--- src/rtl/serial_alu24_if.sv ---
// serial_alu24_if: start/busy/done handshake and operand/result bus for serial_alu24.
interface serial_alu24_if #(parameter int WIDTH = 24);
  logic             start;
  logic [WIDTH-1:0] a;
  logic [WIDTH-1:0] b;
  logic [2:0]       alu_op;
  logic             busy;
  logic             done;
  logic [WIDTH-1:0] result;
  logic             zero;
  logic             carry_out;
  logic             overflow;
  modport master (output start, a, b, alu_op, input busy, done, result, zero, carry_out, overflow);
  modport slave  (input start, a, b, alu_op, output busy, done, result, zero, carry_out, overflow);
endinterface

--- src/rtl/serial_alu24.sv ---
// serial_alu24: bit-serial 24-bit ALU, one bit per clock LSB first, start/busy/done handshake.
// Define SERIAL_ALU_FLAGS_EN to enable zero/carry_out/overflow; otherwise they are tied to 0.
module serial_alu24 #(parameter int WIDTH = 24) (
  input  logic          clk,
  input  logic          reset,
  serial_alu24_if.slave bus
);
  localparam int CW = $clog2(WIDTH);
  localparam logic [2:0] OP_AND = 3'b000, OP_OR = 3'b001, OP_ADD = 3'b010,
                         OP_SLT = 3'b011, OP_XOR = 3'b101, OP_SUB = 3'b110;
  typedef enum logic [1:0] {IDLE, RUN, DONE} state_t;
  state_t           r_state, w_next;
  logic [WIDTH-1:0] r_a, r_b, r_acc, r_result;
  logic [2:0]       r_op;
  logic [CW-1:0]    r_cnt;
  logic             r_c;
  logic             w_last, w_inv, w_bb, w_sum, w_cn, w_bit, w_ovf;
  logic [WIDTH-1:0] w_acc, w_res;
  always_ff @(posedge clk or posedge reset)
    if (reset) r_state <= IDLE;
    else       r_state <= w_next;
  always_comb begin
    w_next = r_state;
    w_next = (r_state == IDLE) ? (bus.start ? RUN : IDLE) :
             (r_state == RUN)  ? (w_last ? DONE : RUN) : IDLE;
  end
  // SUB and SLT add the inverted B with an initial carry of 1
  assign w_last = r_cnt == CW'(WIDTH - 1);
  assign w_inv  = (r_op == OP_SUB) || (r_op == OP_SLT);
  assign w_bb   = r_b[0] ^ w_inv;
  assign w_sum  = r_a[0] ^ w_bb ^ r_c;
  assign w_cn   = (r_a[0] & w_bb) | (r_a[0] & r_c) | (w_bb & r_c);
  assign w_ovf  = r_c ^ w_cn;
  assign w_bit  = (r_op == OP_AND) ? (r_a[0] & r_b[0]) :
                  (r_op == OP_OR)  ? (r_a[0] | r_b[0]) :
                  (r_op == OP_XOR) ? (r_a[0] ^ r_b[0]) :
                  (r_op == OP_ADD || r_op == OP_SUB) ? w_sum : 1'b0;
  assign w_acc  = {w_bit, r_acc[WIDTH-1:1]};
  assign w_res  = (r_op == OP_SLT) ? {{(WIDTH-1){1'b0}}, w_sum ^ w_ovf} : w_acc;
  always_ff @(posedge clk or posedge reset)
    if (reset) begin
      r_a      <= '0;
      r_b      <= '0;
      r_acc    <= '0;
      r_result <= '0;
      r_op     <= '0;
      r_cnt    <= '0;
      r_c      <= 1'b0;
    end else if (r_state == IDLE && bus.start) begin
      r_a   <= bus.a;
      r_b   <= bus.b;
      r_op  <= bus.alu_op;
      r_cnt <= '0;
      r_acc <= '0;
      r_c   <= (bus.alu_op == OP_SUB) || (bus.alu_op == OP_SLT);
    end else if (r_state == RUN) begin
      r_a   <= r_a >> 1;
      r_b   <= r_b >> 1;
      r_c   <= w_cn;
      r_acc <= w_acc;
      r_cnt <= w_last ? r_cnt : r_cnt + CW'(1);
      if (w_last) r_result <= w_res;
    end
`ifdef SERIAL_ALU_FLAGS_EN
  logic w_arith, r_zero, r_cout, r_ovf;
  assign w_arith = (r_op == OP_ADD) || (r_op == OP_SUB);
  always_ff @(posedge clk or posedge reset)
    if (reset) begin
      r_zero <= 1'b0;
      r_cout <= 1'b0;
      r_ovf  <= 1'b0;
    end else if (r_state == RUN && w_last) begin
      r_zero <= w_res == '0;
      r_cout <= w_arith & w_cn;
      r_ovf  <= w_arith & w_ovf;
    end
  assign bus.zero      = r_zero;
  assign bus.carry_out = r_cout;
  assign bus.overflow  = r_ovf;
`else
  assign bus.zero      = 1'b0;
  assign bus.carry_out = 1'b0;
  assign bus.overflow  = 1'b0;
`endif
  assign bus.busy   = r_state != IDLE;
  assign bus.done   = r_state == DONE;
  assign bus.result = r_result;
endmodule
--- src/flat_wrapper.sv ---
// flat-port wrapper written by rule: the top's interface ports become plain ports
module serial_alu24_flat 
#(parameter int WIDTH = 24)
  (clk, reset, bus_start, bus_a, bus_b, bus_alu_op, bus_busy, bus_done, bus_result, bus_zero, bus_carry_out, bus_overflow);
  serial_alu24_if #(.WIDTH(WIDTH)) bus_i ();
  input  logic clk;
  input  logic reset;
  input wire logic [$bits(bus_i.start)-1:0] bus_start;
  input wire logic [$bits(bus_i.a)-1:0] bus_a;
  input wire logic [$bits(bus_i.b)-1:0] bus_b;
  input wire logic [$bits(bus_i.alu_op)-1:0] bus_alu_op;
  output wire logic [$bits(bus_i.busy)-1:0] bus_busy;
  output wire logic [$bits(bus_i.done)-1:0] bus_done;
  output wire logic [$bits(bus_i.result)-1:0] bus_result;
  output wire logic [$bits(bus_i.zero)-1:0] bus_zero;
  output wire logic [$bits(bus_i.carry_out)-1:0] bus_carry_out;
  output wire logic [$bits(bus_i.overflow)-1:0] bus_overflow;
  assign bus_i.start = bus_start;
  assign bus_i.a = bus_a;
  assign bus_i.b = bus_b;
  assign bus_i.alu_op = bus_alu_op;
  assign bus_busy = bus_i.busy;
  assign bus_done = bus_i.done;
  assign bus_result = bus_i.result;
  assign bus_zero = bus_i.zero;
  assign bus_carry_out = bus_i.carry_out;
  assign bus_overflow = bus_i.overflow;
  serial_alu24 #(.WIDTH(WIDTH)) u_core (.clk(clk), .reset(reset), .bus(bus_i));
endmodule
--- config.mk ---
export PLATFORM = sky130hd
export DESIGN_NAME = serial_alu24_flat
export DESIGN_NICKNAME = d
export VERILOG_FILES = /design/src/rtl/serial_alu24_if.sv /design/src/rtl/serial_alu24.sv /design/src/flat_wrapper.sv
export SDC_FILE = /design/constraint.sdc
export NUM_CORES = 1
export LEC_CHECK = 0
export BUFFER_PORTS_ARGS = -buffer_cell sky130_fd_sc_hd__buf_2
export CAP_MARGIN = 20
export CORE_UTILIZATION = 55
export CTS_CLUSTER_SIZE = 12
export DETAILED_ROUTE_END_ITERATION = 10
export HOLD_SLACK_MARGIN = 0.12
export PLACE_DENSITY = 0.79
export SYNTH_ARGS = -nofsm -noshare
export SYNTH_HDL_FRONTEND = slang
export SYNTH_SLANG_ARGS = --single-unit
export TNS_END_PERCENT = 100
--- constraint.sdc ---
create_clock -name clk -period 5.1 [get_ports clk]
set_clock_uncertainty 0.15 [all_clocks]
set_input_delay 1.02 -clock clk [delete_from_list [all_inputs] [get_ports clk]]
set_output_delay 1.02 -clock clk [all_outputs]
set_load 0.005 [all_outputs]
Word level (Yosys, flattened, before mapping)
Cells that the tools add are included.

Memories kept: 0. Flip-flop bits (word level): 107. Bits in latches: 0. ROM bits: 0. Logic and storage cells: 64. Memory bits (writable): 0.

Equal/unequal tests: 11. Reduce and logical (&&, ||, !) cells: 10. Div/mod/pow operators: 0. Multiplexer cells: 20. Add/sub/neg operators: 1. Order comparisons: 0. Multipliers: 0. Bitwise logic cells: 14. Shifts and indexed selects: 0.

Operators with widths (number): 2-to-1 mux 24 bit (7); 2-to-1 mux 5 bit (3); equality test 3 x 2 -> 1 bit (second input constant) (3); equality test 3 bit (second input constant) (3); 2-to-1 mux 1 bit (7); 2-to-1 mux 2 bit (3); XOR 1 bit (6); adder 5 x 1 -> 5 bit (second input constant) (1); equality test 5 bit (second input constant) (1); AND 1 bit (4); nonzero test 2 bit (2); equality test 3 x 1 -> 1 bit (second input constant) (1); logical NOT 3 bit (1); logical OR 1 bit (3); bitwise OR 1 bit (3); AND reduction 3 bit (1); equality test 2 x 1 -> 1 bit (second input constant) (1); equality test 2 bit (second input constant) (1); logical NOT 2 bit (1); inequality test 2 bit (second input constant) (1); AND reduction 2 bit (1); logical AND 1 bit (1); inverter 1 bit (1).

Longest topological paths before layout
Gate-level depths: netlist of the first run.

Depth after elaboration: 11. Gate-level depth with buffers: 8. Depth with buffers taken out: 7.

Worst setup path before layout of the first run
No wires, ideal clock.

Kind: in2reg. From: in bus_start. To: reg u_core.r_a[0]. Slack: 2.981 ns. Library setup time: 0.126 ns. Arrival: 1.843 ns. Required time: 4.824 ns. Buffers on the path: 2. Cell stages on the path: 5. Cell sequence: nor3b_1 buf_2 buf_2 nor3_1 a221o_1.

Cells in the longest elaborated chain, start to end: 2. Elaborated cells between the ends (all ways): 3. Classes of those cells: mux (1); reduce/logical (2).

RTL lines: from (decl) (RTL line flat_wrapper.sv:8) `input wire logic [$bits(bus_i.start)-1:0] bus_start;`; logical AND 1 bit (*) (RTL line serial_alu24.sv:49) `end else if (r_state == IDLE && bus.start) begin`; 2-to-1 mux 24 bit / nonzero test 2 bit (equally long branches); to (signal assigned) (RTL line serial_alu24.sv:50) `r_a <= bus.a;`; to (signal assigned) (RTL line serial_alu24.sv:57) `r_a <= r_a >> 1;`; to (decl) (RTL line serial_alu24.sv:13) `logic [WIDTH-1:0] r_a, r_b, r_acc, r_result;`.

Every way passes the cells marked *; elsewhere a longest branch is shown, timed or not. A chain may end at the register's enable or synchronous reset.

Worst setup path after layout of the first run
From: reg u_core.r_state[1]. To: reg u_core.r_result[22], in the netlist u_core.bus.result[22].

Cells in the longest elaborated chain, start to end: 4. Elaborated cells between the ends (all ways): 5. Classes of those cells: eq/ne (1); bitwise (1); reduce/logical (3).

RTL lines: from (decl) (RTL line serial_alu24.sv:12) `state_t r_state, w_next;`; from (signal assigned) (RTL line serial_alu24.sv:21) `else r_state <= w_next;`; logical NOT 2 bit (RTL line serial_alu24.sv:49); logical AND 1 bit (RTL line serial_alu24.sv:49); inverter 1 bit (no line); AND reduction 3 bit (no line) (*); to (signal assigned) (RTL line serial_alu24.sv:62) `if (w_last) r_result <= w_res;`; to (decl) (RTL line serial_alu24.sv:13).

Marked as above.

==> results.md, run 1 <==
* Count of different cell masters after synthesis at 35
* Final Slew Violations at 0
* RSZ-0062 raised after global routing: no
* Post-synth top area share at 0.586
* Hold depth at 2
* I/O Buffers at 79
* Wire length per cell at 13.6 um
* Finished Layout Cells at 650
* Initial Util at 0.577
* Most common cell after layout, fill and taps aside: nand2_1
* TritonCTS Buffers at 9
* Post-route ant nets at 0
* Final setup TNS at 0 ps
* Num ports at 83
* Pin count of the biggest net entering global routing at 82
* Worst skew pair latency at 360 ps
* # DRC at 0
* Setup-failing EPs final at 0
* Hold/Removal Path Class: flip-flop to flip-flop
* Die Wd at 92.7 um
* Number of global-route vias before repair at 3,252
* Total wire length at 8.82 mm
* DR vias at 3,523
* CTS sink cnt at 106
* Fmax achieved at 379 MHz
* Setup Buffers After CTS at 0
* Die Ht at 92.7 um
* CTS root buf: clkbuf_8
* Htree depth at 3
* Placed cell count at 635
* Reg clk slew, reported paths at 90 ps
* Area Overhead vs Synth at 13.2%
* Global-route wire length before repair at 14.9 mm
* Final net count at 603
* Crit path time final at 2640 ps
* Max-slew headroom at 0.343
* Core area at 7850 um2
* Cells on worst reg2reg path at 5
* CP Capture Type: flip-flop
* Final worst path period share at 0.518
* Slowest stage cell, crit path: nand2b_1
* Worst path cell trace: nand2b_1 -> or2_1 -> inv_6 -> nand3_1 -> nand2_1
* Clock tree buffer depth at 2
* Commonest non-fill, non-tap cells in the layout: 198 x nand2_1, 106 x dfrtp_1, 79 x buf_2
* Pre-antenna DRT Iters at 5
* Die area at 8600 um2
* CP Class: flip-flop to flip-flop
* Mean post-synth cell area at 9.39 um2
* Vias per cell at 5.42
* Initial antenna violation count at 0
* Top cell family by delay on the critical path: simple AND/OR/NAND/NOR gates
* Status: finished, final reports clean
* Yosys warning total at 0
* CP bufs+invs at 1
* Row Count at 32
* Post_cts resized at 0
* GR Overflow Total at 0
* GRT Overall Usage at 0.221
* Ranking of synthesized cells by area: dfrtp_1 59%, nand2_1 16%, a22oi_1 7.3%
* # hold bufs at CTS at 0
* Worst Path Required at 5190 ps
* Peak VDD IR at 0.415 mV
* Iter 0 DRT Violations at 175
* CP arrival at 2730 ps
* Antenna cell count at 0
* PwrDens at 560 nW/um2
* Mapped cell area at 4530 um2
* Cells after Synth at 482
* Worst Setup Start Kind: flip-flop
* Synthesized flop and latch total at 106
* CTS tree: yes
* CP max FO at 29
* CP peak stage delay at 790 ps
* HPWL Detailed at 5.62 mm
* Final Hold Vio Count at 0
* Sequential cell area fraction in the yosys report at 0.586
* Routability congestion estimate from global placement at 0.730
* Share of post-route cells with drive strength above 1 at 0.188
* Cell type with the largest total area after synthesis: dfrtp_1
* Lkg Pwr at 2.66 nW
* Slew @ Worst Pin at 986 ps
* Max-cap violations at 0
* Critical path depth at 5
-- worst paths after layout --
check                                                 start                                 to  slack (ps)
min                        u_core.bus.result[3]$_DFFE_PP0P_   u_core.bus.result[3]$_DFFE_PP0P_         320
max in group asynchronous                             reset  u_core.bus.result[20]$_DFFE_PP0P_        3140
min reg2reg                u_core.bus.result[3]$_DFFE_PP0P_   u_core.bus.result[3]$_DFFE_PP0P_         320
max                             u_core.r_state[1]$_DFF_PP0_  u_core.bus.result[22]$_DFFE_PP0P_        2460
min in group asynchronous                             reset         u_core.r_b[22]$_DFFE_PP0P_         640
max reg2reg                     u_core.r_state[1]$_DFF_PP0_  u_core.bus.result[22]$_DFFE_PP0P_        2460
-- flip-flops by register name, indices dropped and copies added, names as in the netlist --
name / flops
u_core.r_op: 3
u_core.r_b: 24
u_core.bus.result: 24
u_core.r_state: 2
u_core.r_acc: 23
u_core.r_c: 1
u_core.r_a: 24
u_core.r_cnt: 5
-- tightest hold or removal path: stages (launching register included) --
cell	delay (ps)
dfrtp_1	350
nand2_1	50
nand2_1	50
-- synth_stat cells --
master	count
xor2_1	5
o21ai_0	27
fa_1	2
ha_1	3
nor2_2	1
buf_2	18
o31ai_1	1
or2_1	1
nor2b_1	3
clkbuf_1	7
and2b_1	1
mux2i_1	1
nor2_1	4
dfrtp_1	106
buf_6	3
o211ai_1	1
nand2_1	198
buf_4	3
conb_1	1
nand3b_1	1
a221o_1	2
a31oi_1	1
nand3_1	26
nand2b_1	1
buf_1	3
xnor2_1	1
inv_6	1
a21oi_1	2
nor3_1	3
nor4b_1	2
inv_1	5
nand4b_1	1
nor3b_1	2
a22oi_1	44
nand4_1	1
-- through the flow --
| step | worst slack [ps] | hold WS (ps) | util | instance area [um2] | total power, mW |
|---|---|---|---|---|---|
| floorplan | 1140 | 296 | - | 4540 | 2.08 |
| global placement | 2450 | 298 | 0.627 | 4920 | 2.29 |
| detailed placement | 2400 | 304 | 0.627 | 4920 | 2.35 |
| CTS | 2420 | 325 | 0.653 | 5120 | 2.89 |
| global route | 2210 | 348 | 0.653 | 5120 | 3.10 |
| finish | 2460 | 319 | 0.653 | 5120 | 2.87 |
-- where the power goes --
group	leakage (nW)	switching [mW]	internal, mW
clock	0.105	0.270	0.271
combinational	1.18	0.543	0.371
sequential	1.37	0.227	1.18
-- cell families after synthesis --
| group | count (synthesis) | synth area share |
|---|---|---|
| adders and majority gates | 5 | 0.0171 |
| buffers and inverters | 40 | 0.0467 |
| other | 1 | 0.000828 |
| DFF | 106 | 0.586 |
| xor gates and xnor gates | 6 | 0.0116 |
| and+or+nand+nor | 245 | 0.222 |
| muxes | 1 | 0.00221 |
| AOI/OAI and AO/OA | 78 | 0.114 |
-- cell type report --
type,instances,area [um2]
fillers,673,2720
repair buffers,83,425
clock inverters,6,82.6
multi-input cells,338,1680
well taps,102,128
clock buffers,9,124
inverters,6,30.0
flip-flops and latches,106,2650
-- routing by layer --
layer  routed length (um)  vias up  part of all wire  GRT usage
met5                    0        -                 0          0
met4                   78        0            0.0088     0.0872
met3                  639        8             0.072     0.0476
met2                 4050      119              0.46      0.343
met1                 4050     1685              0.46      0.305
li1                     -     1711                 -          -
No activity file was read; power rests on OpenSTA's default activity.
==> run 2, diff against run 1 <==
Clock period 5.1 ns to 2.5 ns, I/O delays scaled along.
==> results.md, run 2 (same netlist as run 1, synthesis figures left out) <==
* Status: finished, final reports clean
* Area Overhead vs Synth at 14.8%
* Vias per cell at 5.35
* Max-slew headroom at 0.372
* Initial Util at 0.577
* Htree depth at 3
* Top cell family by delay on the critical path: XOR/XNOR gates
* CP arrival at 2390 ps
* Total Power Consumption at 5.90 mW
* Post-route ant nets at 0
* Final instance area at 5200 um2
* Peak VDD IR at 0.637 mV
* Routability congestion estimate from global placement at 0.741
* Core area at 7850 um2
* CP Class: flip-flop to flip-flop
* Final Slew Violations at 0
* GRT Overall Usage at 0.226
* Util after Layout at 0.663
* Num ports at 83
* Total wire length at 8.93 mm
* Die Ht at 92.7 um
* Commonest non-fill, non-tap cells in the layout: 198 x nand2_1, 106 x dfrtp_1, 79 x buf_2
* Pin count of the biggest net entering global routing at 82
* Wire length per cell at 13.6 um
* Pre-antenna DRT Iters at 4
* Die Wd at 92.7 um
* # DRC at 0
* Final net count at 609
* Dpl ws at 249 ps
* CTS tree: yes
* Setup Buffers After CTS at 0
* Finished Layout Cells at 656
* CP Capture Type: flip-flop
* Setup-failing EPs final at 0
* Worst Path Required at 2640 ps
* Dpl cell area at 4980 um2
* HPWL Detailed at 5.91 mm
* Max-cap violations at 0
* Die area at 8600 um2
* Slowest stage cell, crit path: fa_1
* Share of post-route cells with drive strength above 1 at 0.193
* Clock tree buffer depth at 2
* Hold/Removal Path Class: input port to flip-flop
* Antenna cell count at 0
* Row Count at 32
* Reg clk slew, reported paths at 100 ps
* TritonCTS Buffers at 9
* CTS sink cnt at 106
* CP max FO at 6
* Final setup TNS at 0 ps
* I/O Buffers at 79
* Worst Setup Start Kind: flip-flop
* Crit path time final at 2250 ps
* Initial antenna violation count at 0
* Fmax achieved at 444 MHz
* CTS root buf: clkbuf_8
* Worst skew pair latency at 360 ps
* PwrDens at 1140 nW/um2
* Number of global-route vias before repair at 3,395
* CP bufs+invs at 0
* Slew @ Worst Pin at 940 ps
* Fin Hold WS at 190 ps
* Post-route setup slack at 247 ps
* Final Hold Vio Count at 0
* Worst path cell trace: xor2_1 -> nand2_1 -> xnor2_1 -> fa_1 -> nor3b_1 -> nor3_1 -> o21ai_0
* GR Overflow Total at 0
* Final worst path period share at 0.901
* CP peak stage delay at 480 ps
* Lkg Pwr at 2.68 nW
* Placed cell count at 640
* Iter 0 DRT Violations at 188
* Most common cell after layout, fill and taps aside: nand2_1
* Global-route wire length before repair at 15.3 mm
* RSZ-0062 raised after global routing: no
* DR vias at 3,511
## run 2: cell count changes in the layout (fill, tap and decap cells not counted), sizes merged
cell | previous run | this run
dlygate4sd3 | 0 | 1
inv | 6 | 5
clkinvlp | 1 | 3
clkinv | 3 | 1
clkbuf | 9 | 10
buf | 83 | 88
## run 2: cell type report
class | count | area [um2]
inverter | 6 | 31.3
multi-input combinational | 338 | 1680
clock buffer | 10 | 128
sequential | 106 | 2650
tap | 102 | 128
fill | 688 | 2650
clock inverter | 5 | 80.1
timing repair buffer | 89 | 498
## run 2: worst paths after layout
kind / end / start / slack, ps / depth (start not counted)
min in group asynchronous: u_core.r_b[21]$_DFFE_PP0P_ / reset / 440 / 3
max: u_core.r_acc[23]$_DFFE_PP0P_ / u_core.r_op[0]$_DFFE_PP0P_ / 250 / 7
min: u_core.r_a[4]$_DFFE_PP0P_ / bus_a[4] / 190 / 3
max in group asynchronous: u_core.bus.result[21]$_DFFE_PP0P_ / reset / 1070 / 4
min reg2reg: u_core.bus.result[12]$_DFFE_PP0P_ / u_core.bus.result[12]$_DFFE_PP0P_ / 320 / 2
max reg2reg: u_core.r_acc[23]$_DFFE_PP0P_ / u_core.r_op[0]$_DFFE_PP0P_ / 250 / 7
## run 2: tightest hold or removal path: stages
cell and delay, ps:
buf_2 70, a22oi_1 50, nand2_1 50
## run 2: layer usage
layer	wire length, um	global-route usage	vias to the layer above
met5	0	0	-
met4	103	0.0641	0
met3	509	0.0706	9
met2	4320	0.372	84
met1	4010	0.290	1697
li1	-	-	1721
## run 2: repair_timing
action,CTS,global route
resized for setup,0,0
endpoints found under the setup margin,0,0
hold endpoints to repair,38,0
hold buffers,1,0
## run 2: report_power, final
group / switching (mW) / internal, mW
sequential: 0.456 / 2.42
combinational: 1.12 / 0.797
clock: 0.555 / 0.557
total: 2.13 / 3.77
